--- src/rtl/irq_pulse_ctrl.sv ---
// irq_pulse_ctrl: multi-channel interrupt request qualifier with a shared pulse engine.
//
// Each request channel runs an IDLE -> DELAY -> PEND -> RELOAD state machine. A request
// must be seen for DELAY_CYCLES cycles before it becomes pending. When REQUIRE_HOLD is set,
// the input must also stay high for that whole time. Pending channels are arbitrated by
// fixed priority, with the lowest index winning. The winner is reported as a registered
// PULSE_CYCLES-wide interrupt pulse. The engine then spends one mandatory idle cycle
// before it makes the next grant.
//
// Ports:
//   clk       system clock, rising edge
//   rst_n     asynchronous active-low reset
//   press     per-channel request inputs, already synchronised, active high
//   en        per-channel enable
//   intr      registered interrupt pulse to the CPU
//   intr_id   index of the serviced channel; holds its last value while intr is low
//   pend      bit i set while channel i is pending
//   ch_state  per-channel state code at bits [2i+1:2i] (0 idle, 1 delay, 2 pend, 3 reload)

module irq_pulse_ctrl #(
   parameter int unsigned N_CH         = 4,
   parameter int unsigned DELAY_CYCLES = 90908,
   parameter int unsigned PULSE_CYCLES = 6,
   parameter int unsigned REQUIRE_HOLD = 1,
   parameter int unsigned IDW          = (N_CH > 1) ? $clog2(N_CH) : 1
) (
   input  logic              clk,
   input  logic              rst_n,
   input  logic [N_CH-1:0]   press,
   input  logic [N_CH-1:0]   en,
   output logic              intr,
   output logic [IDW-1:0]    intr_id,
   output logic [N_CH-1:0]   pend,
   output logic [2*N_CH-1:0] ch_state
);

   localparam int unsigned CW = (DELAY_CYCLES > 1) ? $clog2(DELAY_CYCLES) : 1;
   localparam int unsigned PW = (PULSE_CYCLES > 1) ? $clog2(PULSE_CYCLES) : 1;

   localparam logic [CW-1:0] CntLast = CW'(DELAY_CYCLES - 1);
   localparam logic [PW-1:0] PulLast = PW'(PULSE_CYCLES - 1);

   // Channel state codes; these values are visible on ch_state.
   localparam logic [1:0] StIdle   = 2'd0;
   localparam logic [1:0] StDelay  = 2'd1;
   localparam logic [1:0] StPend   = 2'd2;
   localparam logic [1:0] StReload = 2'd3;

   localparam logic [0:0] EngIdle   = 1'b0;
   localparam logic [0:0] EngActive = 1'b1;

   logic [1:0]    st_q  [N_CH];
   logic [1:0]    st_d  [N_CH];
   logic [CW-1:0] cnt_q [N_CH];
   logic [CW-1:0] cnt_d [N_CH];

   logic [0:0]     eng_q, eng_d;
   logic [PW-1:0]  pcnt_q, pcnt_d;
   logic           intr_q, intr_d;
   logic [IDW-1:0] id_q, id_d;

   logic            gnt_vld;
   logic [IDW-1:0]  gnt_idx;
   logic [N_CH-1:0] gnt;

   // Fixed-priority grant, only while the engine is idle. The scan runs from high to low,
   // so the lowest pending index is the last one written and wins.
   always_comb begin
      gnt_vld = 1'b0;
      gnt_idx = '0;
      gnt     = '0;
      if (eng_q == EngIdle) begin
         for (int i = N_CH - 1; i >= 0; i--) begin
            if (pend[i]) begin
               gnt_vld = 1'b1;
               gnt_idx = IDW'(i);
               gnt     = '0;
               gnt[i]  = 1'b1;
            end
         end
      end
   end

   // Per-channel next state.
   always_comb begin
      for (int i = 0; i < N_CH; i++) begin
         st_d[i]  = st_q[i];
         cnt_d[i] = cnt_q[i];
         unique case (st_q[i])
            StIdle: begin
               if (press[i] && en[i]) begin
                  st_d[i]  = StDelay;
                  cnt_d[i] = '0;
               end
            end
            StDelay: begin
               if (!en[i] || ((REQUIRE_HOLD != 0) && !press[i])) begin
                  st_d[i] = StIdle;
               end else if (cnt_q[i] == CntLast) begin
                  st_d[i] = StPend;
               end else if (cnt_q[i] != '1) begin
                  // Saturating increment; the counter never wraps.
                  cnt_d[i] = cnt_q[i] + CW'(1);
               end
            end
            StPend: begin
               // A grant issued this cycle takes precedence over an enable drop.
               if (gnt[i]) begin
                  st_d[i] = StReload;
               end else if (!en[i]) begin
                  st_d[i] = StIdle;
               end
            end
            StReload: begin
               // Leave only on release, so a held input cannot re-trigger.
               if (!press[i]) begin
                  st_d[i] = StIdle;
               end
            end
            default: st_d[i] = StIdle;
         endcase
      end
   end

   // Pulse engine next state.
   always_comb begin
      eng_d  = eng_q;
      pcnt_d = pcnt_q;
      intr_d = intr_q;
      id_d   = id_q;
      unique case (eng_q)
         EngIdle: begin
            if (gnt_vld) begin
               eng_d  = EngActive;
               pcnt_d = '0;
               intr_d = 1'b1;
               id_d   = gnt_idx;
            end
         end
         EngActive: begin
            // Dropping back to idle forces the single low cycle between pulses.
            if (pcnt_q == PulLast) begin
               eng_d  = EngIdle;
               intr_d = 1'b0;
            end else begin
               pcnt_d = pcnt_q + PW'(1);
            end
         end
         default: eng_d = EngIdle;
      endcase
   end

   always_ff @(posedge clk or negedge rst_n) begin
      if (!rst_n) begin
         for (int i = 0; i < N_CH; i++) begin
            st_q[i]  <= StIdle;
            cnt_q[i] <= '0;
         end
         eng_q  <= EngIdle;
         pcnt_q <= '0;
         intr_q <= 1'b0;
         id_q   <= '0;
      end else begin
         for (int i = 0; i < N_CH; i++) begin
            st_q[i]  <= st_d[i];
            cnt_q[i] <= cnt_d[i];
         end
         eng_q  <= eng_d;
         pcnt_q <= pcnt_d;
         intr_q <= intr_d;
         id_q   <= id_d;
      end
   end

   // Outputs decoded straight from state registers.
   always_comb begin
      pend     = '0;
      ch_state = '0;
      for (int i = 0; i < N_CH; i++) begin
         pend[i]           = (st_q[i] == StPend);
         ch_state[2*i +: 2] = st_q[i];
      end
   end

   assign intr    = intr_q;
   assign intr_id = id_q;

endmodule

--- config.mk ---
export PLATFORM = sky130hd
export DESIGN_NAME = irq_pulse_ctrl
export DESIGN_NICKNAME = d
export VERILOG_FILES = /design/src/rtl/irq_pulse_ctrl.sv
export SDC_FILE = /design/constraint.sdc
export NUM_CORES = 1
export LEC_CHECK = 0
export CAP_MARGIN = 20
export CORE_MARGIN = 8
export CORE_UTILIZATION = 40
export DETAILED_ROUTE_END_ITERATION = 8
export REMOVE_ABC_BUFFERS = 1
export SYNTH_ARGS = -nofsm -noshare
export SYNTH_HDL_FRONTEND = slang
export SYNTH_SLANG_ARGS = --single-unit
--- constraint.sdc ---
create_clock -name clk -period 6.9 [get_ports clk]
set_input_delay 1.38 -clock clk [delete_from_list [all_inputs] [get_ports clk]]
set_output_delay 1.38 -clock clk [all_outputs]
set_load 0.02 [all_outputs]
# == Yosys cells after proc, flatten, opt, wreduce, memory -nomap -nowiden ==
# Index checks and enable logic that the tools add are counted.
# totals
regBits,83
in_bits,10
out_inout_bits,15
word_cells,176
# op_classes
n_addsub,5
eq_ne,52
n_mux,71
n_bitwise,1
n_reduce_logical,35
# op_table
cell,count
$mux W17,16
$pmux W17 S2,4
$add A17 B1 Y17 const B,4
$eq A17 B17 Y1 const B,4
$ne A17 B17 Y1 const B,4
$mux W2,28
$ne A2 B2 Y1 const B,22
$pmux W2 S4,4
$mux W4,5
$reduce_and A5 Y1,4
$eq A2 B2 Y1 const B,8
$reduce_and A4 Y1,4
$ne A3 B2 Y1 const B,4
$ne A3 B3 Y1 const B,4
$mux W1,9
$eq A2 B1 Y1 const B,4
$logic_not A1 Y1,8
$logic_not A2 Y1,4
$reduce_bool A2 Y1,4
$mux W3,2
$pmux W3 S2,1
$reduce_and A2 Y1,3
$logic_and A1 B1 Y1,4
$logic_or A1 B1 Y1,4
5 further kinds,6

# == Logic depth before layout (Yosys ltp) ==
# Gate-level depths: netlist of run 1.
# depth
word_depth,8
mapped_depth,11
ltp_nobuf,10

# == Least setup slack after synthesis of run 1 ==
# No wires, ideal clock.
# synth_path
path_type,input to register
startpoint,in press[2]
endpoint,reg cnt_q[32] (netlist bit)
setup_time_ps,69
t_arrival_ps,2734
t_required_ps,6831
setup_slack_ps,4097
stages,5
path_buffers,1
path_cell_list,nand3b_1 or4b_4 buf_6 or4_1 nand3_1
# synth_via
elab_chain_len,4
word_cells_on_any_way,6
classes_between,2 x eq/ne; 4 x reduce/logical
# synth_lines
element,line,source
start: declaration,29,"input logic [N_CH-1:0] press,"
$logic_not A1 Y1,n/a,
$logic_or A1 B1 Y1,97,if (!en[i] || ((REQUIRE_HOLD != 0) && !press[i])) begin
$ne A2 B2 Y1 (no source line),n/a,
$reduce_and A5 Y1 (no source line) (*),n/a,
end signal: indexed assignment,166,cnt_q[i] <= cnt_d[i];
end: declaration,54,logic [CW-1:0] cnt_q [N_CH];
# Every way passes the cells marked *; elsewhere a longest branch is shown, timed or not.
# A chain may end at the register's enable or synchronous reset.

# == Final worst setup path of run 1 ==
# layout_path
startpoint,reg st_q (netlist bit ch_state[7])
endpoint,out pend[3]
# layout_via
elab_chain_len,1
# layout_lines
element,line,source
start: declaration,52,logic [1:0] st_q [N_CH];
start signal: indexed assignment,156,st_q[i] <= StIdle;
start signal: indexed assignment,165,st_q[i] <= st_d[i];
$eq A2 B2 Y1,180,pend[i] = (st_q[i] == StPend);
end: declaration,33,"output logic [N_CH-1:0] pend,"
# Every way passes these cells.

==> results of run 1 <==
## cells in the mapped netlist (all sizes together) (7+ instances only)
cell type / count / share of area (%)
nor3: 10 / 1.1
o211ai: 12 / 1.9
ha: 10 / 2.7
nand2b: 8 / 1.1
inv: 16 / 1.3
buf: 7 / 1.1
o21ai: 49 / 5.2
nand2: 60 / 4.8
dfrtp: 83 / 44
or4: 7 / 1.1
nor4: 11 / 2.2
nor2: 41 / 3.3
clkbuf: 11 / 0.90
o31ai: 23 / 3.7
a22o: 9 / 1.7
nand4: 18 / 2.4
a21oi: 19 / 2.0
or3: 9 / 1.2
nand3: 30 / 3.2
## worst reg2reg max path, cell delays in order, from the launching register on
cell	delay, ns
dfrtp_1	0.40
ha_1	0.21
nand3_1	0.17
nor2_1	0.38
nand2_1	0.13
nor3_1	0.24
ha_1	0.29
nor2_1	0.07
a21oi_1	0.83
o21ai_0	0.23
o31ai_1	0.12
## sequential cells by signal, indices dropped and copies added, names as in the netlist
signal,flops
intr_id,2
pcnt_q,3
eng_q,1
cnt_q,68
intr,1
ch_state,8
## cells by family (layout without fill, tap and decap cells)
family	Yosys count	count (layout)	synth area share [%]
AND/OR/NAND/NOR	232	232	26.9
adder cells (fa/ha/maj)	10	10	2.66
AO/OA/AOI/OAI	151	151	21.2
multiplexers	6	6	1.30
buffers and inverters	34	59	3.33
flip-flops	83	83	44.2
XOR/XNOR	2	2	0.373
## per-layer routing
| metal | vias up | GRT usage [%] | routed length, um |
|---|---|---|---|
| li1 | 2010 | - | - |
| met1 | 2004 | 19.4 | 5420 |
| met2 | 75 | 21.7 | 4950 |
| met3 | 9 | 3.36 | 429 |
| met4 | 0 | 4.96 | 130 |
| met5 | - | 0 | 0 |
## final timing paths
kind / start / end / slack (ns) / depth (start not counted)
max: ch_state[7] / pend[3] / 3.57 / 2
min: cnt_q[43] / cnt_q[43] / 0.48 / 1
max reg2reg: cnt_q[17] / cnt_q[29] / 3.73 / 10
min reg2reg: cnt_q[43] / cnt_q[43] / 0.48 / 1
max in group asynchronous: rst_n / cnt_q[2] / 4.90 / 2
min in group asynchronous: rst_n / cnt_q[35] / 0.96 / 1
## through the flow
stage                     total power [mW]  instances  setup WS (ns)  util (%)
after CTS                             1.09        686           3.56      46.5
after global routing                  1.12        686           3.41      46.5
after detailed placement             0.628        670           3.42      44.0
after global placement               0.625        669           3.25      44.0
after floorplan                      0.584        500           3.70         -
final                                 1.07        686           3.57      46.5
## power by group through the flow
stage | registers (mW) | logic [mW] | clock network [mW]
after floorplan | 0.533 | 0.0514 | 0
after global placement | 0.531 | 0.0937 | 0
after detailed placement | 0.532 | 0.0966 | 0
after CTS | 0.522 | 0.0968 | 0.468
after global routing | 0.526 | 0.110 | 0.484
final | 0.523 | 0.0957 | 0.454
## cell type report
| type | count | area (um2) |
|---|---|---|
| Sequential cell | 83 | 2080 |
| Timing Repair Buffer | 27 | 260 |
| Inverter | 16 | 60.1 |
| Multi-Input combinational cell | 401 | 2470 |
| Clock buffer | 9 | 225 |
| Fill cell | 1094 | 6140 |
| Clock inverter | 7 | 53.8 |
| Tap cell | 143 | 179 |
==> summary.md, run 1 <==
| Metric | Value |
|---|---|
| Slew @ Worst Pin | roughly 1.0 ns |
| Global route overflow | 0 |
| Post-CTS Setup Inserts | 0 |
| Int Pwr | 0.789 mW |
| Net switching power | 0.283 mW |
| Post_cts resized | 0 |
| Clock latency on the worst-skew pair | 0.34 ns |
| Hold_ws | 0.483 ns |
| Power share of the clock group | 42.3% |
| Post-route minimum period | between 3 and 4 ns |
| Sequential share of the synthesized area | 44.2% |
| Placement-stage cell area | between 0.005 and 0.006 mm2 |
| Worst EP arrival | 1.95 ns |
| CP Cell Sequence | nor2b_1 > clkdlybuf4s50_1 |
| Routed len/inst | roughly 16 um |
| Ys Warns | 0 |
| Layout cells sized above 1 | 7.18% |
| # DRC | 0 |
| DR vias | 4098 |
| Reg clk slew, reported paths | 0.07 ns |
| Max-cap violations | 0 |
| Area Growth Syn to Fin | 13.4% |
| Rows | 39 |
| Commonest non-fill, non-tap cell in the layout | dfrtp_1 |
| Critical path capture point type | primary output |
| Vias per inst | 5.97 |
| Fin. max-slew vios | 0 |
| H-tree levels | 3 |
| Sequential share of power | between 40% and 50% |
| Vias in the first global route | 3941 |
| Initial DRT Pass Iterations | 5 |
| Worst rel slew slack | 30.4% |
| First-pass GRT wire length | 18.9 mm |
| Net Sw Frac | 26.4% |
| Die Span X | between 100 and 150 um |
| Residual antenna-violating net count after detailed routing | 0 |
| Largest net degree at the start of global routing | 55 |
| Leakage | 2.15 nW |
| Routed Wire Length | ~11 mm |
| Die ar. | 0.0155 mm2 |
| Post-DP HPWL | about 7.6 mm |
| Final hold vios | 0 |
| Post-synth EDFFs | 0 |
| Port Buffers | 24 |
| CTS Buffer Depth | 2 |
| Slowest Stage Delay on Critical Path | 0.70 ns |
| Top delay family on crit path | buffers and inverters |
| Die height | about 120 um |
| CP max-delay cell | clkdlybuf4s50_1 |
| Cells after Synth | 518 |
| WP data required | approximately 5.5 ns |
| RSZ-0062 raised after global routing | no |
| Starting utilization of the core area | a little over 40% |
| Post-synth design cell area | 0.00470 mm2 |
| Pwr/cell area | 201 mW/mm2 |
| Critical Path Start Type | flip-flop |
| CP Class | reg2out |
| Clk_skew | 0.00994 ns |
| CTS tree | yes |
| #FFs+latches synth | 83 |
| Inserted Diodes | 0 |
| Peak VDD IR | 127 uV |
| Core area | 0.0115 mm2 |
| I/O pin count | 25 |
| Final period util | 48.3% |
| Most used DFF post-synth | dfrtp_1 |
| Comb pwr share | 8.9% |
| Clk root buf | clkbuf_16 |
| Unique masters post-synth | 60 |
| Ys async rst share | 100% |
| CP max FO | 9 |
| Status | finished clean |
| Aggregate global-route resource usage | 14.3% |
| Number of setup violations in the final report | 0 |
| CP Buf/Inv Count | 1 |
| Most frequent cells in the layout | dfrtp_1, nand2_1, o21ai_0 |
| CTS Hold Buffers Added | 0 |
| Min-delay worst type | reg2reg |
| Fmax | around 300 MHz |
| Syn_area_per_cell | 9.07 um2 |
| Num CTS Buffers | 9 |
| # clock sinks | 83 |
| DR iter-0 viols | 362 |
| Initial antenna violation count | 0 |
| Sum Neg Setup Slack | 0 ns |
| Design area | 0.00533 mm2 |
| Gpl congestion | 0.809 |
| Fin nets | about 560 |
No activity file was read; power rests on OpenSTA's default activity.
==> run 2: changes to the inputs <==
Clock period 6.9 ns to 3.5 ns, I/O delays scaled along.
==> run 2 against run 1 <==
  * Critical endpoint is now cnt_q[9]
  * Sequential cell count stayed put
  * Clock power is 110% higher
  * Register-to-register slack worse by 3.0 ns
==> summary.md, run 2 (same netlist as run 1, synthesis figures left out) <==
| Metric | Value |
|---|---|
| Routed Wire Length | 11.0 mm |
| Number of setup violations in the final report | 0 |
| DR iter-0 viols | 313 |
| Rows | 39 |
| Reg clk slew, reported paths | 0.06 ns |
| Multi-input gate area | 0.00247 mm2 |
| WP data required | 3.77 ns |
| Die height | 124 um |
| Routed wl met2 | about 5.1 mm |
| Die ar. | 0.0155 mm2 |
| Fin nets | about 560 |
| Fmax | 357 MHz |
| Gpl congestion | 0.783 |
| Pwr/cell area | 403 mW/mm2 |
| Critical Path Start Type | flip-flop |
| RSZ-0062 raised after global routing | no |
| Reg2reg path depth | 8 |
| Min-delay worst type | in2async |
| Layout cells sized above 1 | 7.69% |
| Final hold vios | 0 |
| Clk_skew | 0.00653 ns |
| Worst EP arrival | 3.07 ns |
| Sum Neg Setup Slack | 0 ns |
| Max-cap violations | 0 |
| Post-CTS Setup Inserts | 0 |
| Die Span X | 124 um |
| Fin. max-slew vios | 0 |
| Status | finished clean |
| Fill cells | 1103 |
| Num CTS Buffers | 9 |
| Post_cts resized | 0 |
| Post-DP HPWL | around 7.5 mm |
| Largest net degree at the start of global routing | 84 |
| Starting utilization of the core area | 41.0% |
| I/O pin count | 25 |
| Global route overflow | 0 |
| Post-route minimum period | 2.80 ns |
| WL met1 | 5.43 mm |
| CTS tree | yes |
| Critical path capture point type | flip-flop |
| Clock latency on the worst-skew pair | about 0.34 ns |
| Worst rel slew slack | a little under two fifths |
| WL met3 | 400 um |
| Slew @ Worst Pin | 0.933 ns |
| CP max FO | 12 |
| Area Growth Syn to Fin | 14.4% |
| CP Class | reg2reg |
| H-tree levels | 3 |
| Top reg by flops | cnt_q |
| Vias in the first global route | slightly below 4k |
| Clk root buf | clkbuf_16 |
| Number of flip-flops under the largest register name | 68 |
| Residual antenna-violating net count after detailed routing | 0 |
| CTS Buffer Depth | 2 |
| Initial antenna violation count | 0 |
| Peak VDD IR | between 300 and 400 uV |
| Initial DRT Pass Iterations | 5 |
| Commonest non-fill, non-tap cell in the layout | dfrtp_1 |
| First-pass GRT wire length | 19.0 mm |
| # clock sinks | 83 |
| CTS Hold Buffers Added | 0 |
| Overall power | 2.17 mW |
| Aggregate global-route resource usage | between 10 and 15% |
| Reg area | 0.00208 mm2 |
| Core area | 0.0115 mm2 |
| Most frequent cells in the layout | dfrtp_1, nand2_1, o21ai_0 |
| Port Buffers | 24 |
| Leakage | approximately 2.2 nW |
| DR vias | 4089 |
| Inserted Diodes | 0 |
| Highest routed layer | met4 |
| Vias per inst | 5.93 |
| Final period util | 80.1% |
| Routed len/inst | 16.0 um |
| # DRC | 0 |
[run 2: changes by cell type in the layout (fill, tap and decap cells not counted), sizes merged]
cell / previous run / this run
buf: 4 / 7
bufinv: 0 / 1
clkbuf: 9 / 10
clkinv: 3 / 5
clkinvlp: 3 / 0
inv: 17 / 16
[run 2: worst paths after layout]
path / start / endpoint / slack, ns
setup / recovery: cnt_q[0] / cnt_q[9] / 0.70
hold / removal: rst_n / cnt_q[24] / 0.38
setup reg to reg: cnt_q[0] / cnt_q[9] / 0.70
hold reg to reg: cnt_q[43] / cnt_q[43] / 0.49
max in group asynchronous: rst_n / cnt_q[4] / 2.76
min in group clk: cnt_q[43] / cnt_q[43] / 0.49
[run 2: metrics by stage]
stage	cells	util, %	setup slack [ns]	cell area, um2	hold slack, ns
finish	689	46.9	0.697	5380	0.382
global placement	673	44.3	0.726	5080	0.473
detailed placement	673	44.3	0.668	5080	0.477
global route	689	46.9	0.471	5380	0.424
CTS	689	46.9	0.728	5380	0.405
floorplan	500	-	0.649	4600	0.404
[run 2: critical path, stage by stage (launching register included)]
cell and delay [ns]:
dfrtp_1 0.41, ha_1 0.26, nand4_1 0.13, nor4_1 0.09, and4_1 0.20, ha_1 0.22
or4_1 0.75, or4_1 0.55, nand3_1 0.11
[run 2: area by class of cell]
cell class / count / area share (%)
flip-flops and latches: 83 / 38.6
inverters: 16 / 1.12
clock buffers: 10 / 4.44
well taps: 143 / 3.33
multi-input cells: 401 / 46.0
clock inverters: 6 / 1.02
repair buffers: 30 / 5.49
[run 2: report_power, final]
part | internal [mW] | switching (mW)
Sequential | 0.995 | 0.0375
Clock | 0.566 | 0.379
Combinational | 0.0791 | 0.113
Total | 1.64 | 0.529
[run 2: routing by layer]
layer,track usage (%),up-vias
li1,-,2015
met4,3.97,0
met2,22.7,69
met1,19.2,1994
met5,0,-
met3,3.53,11
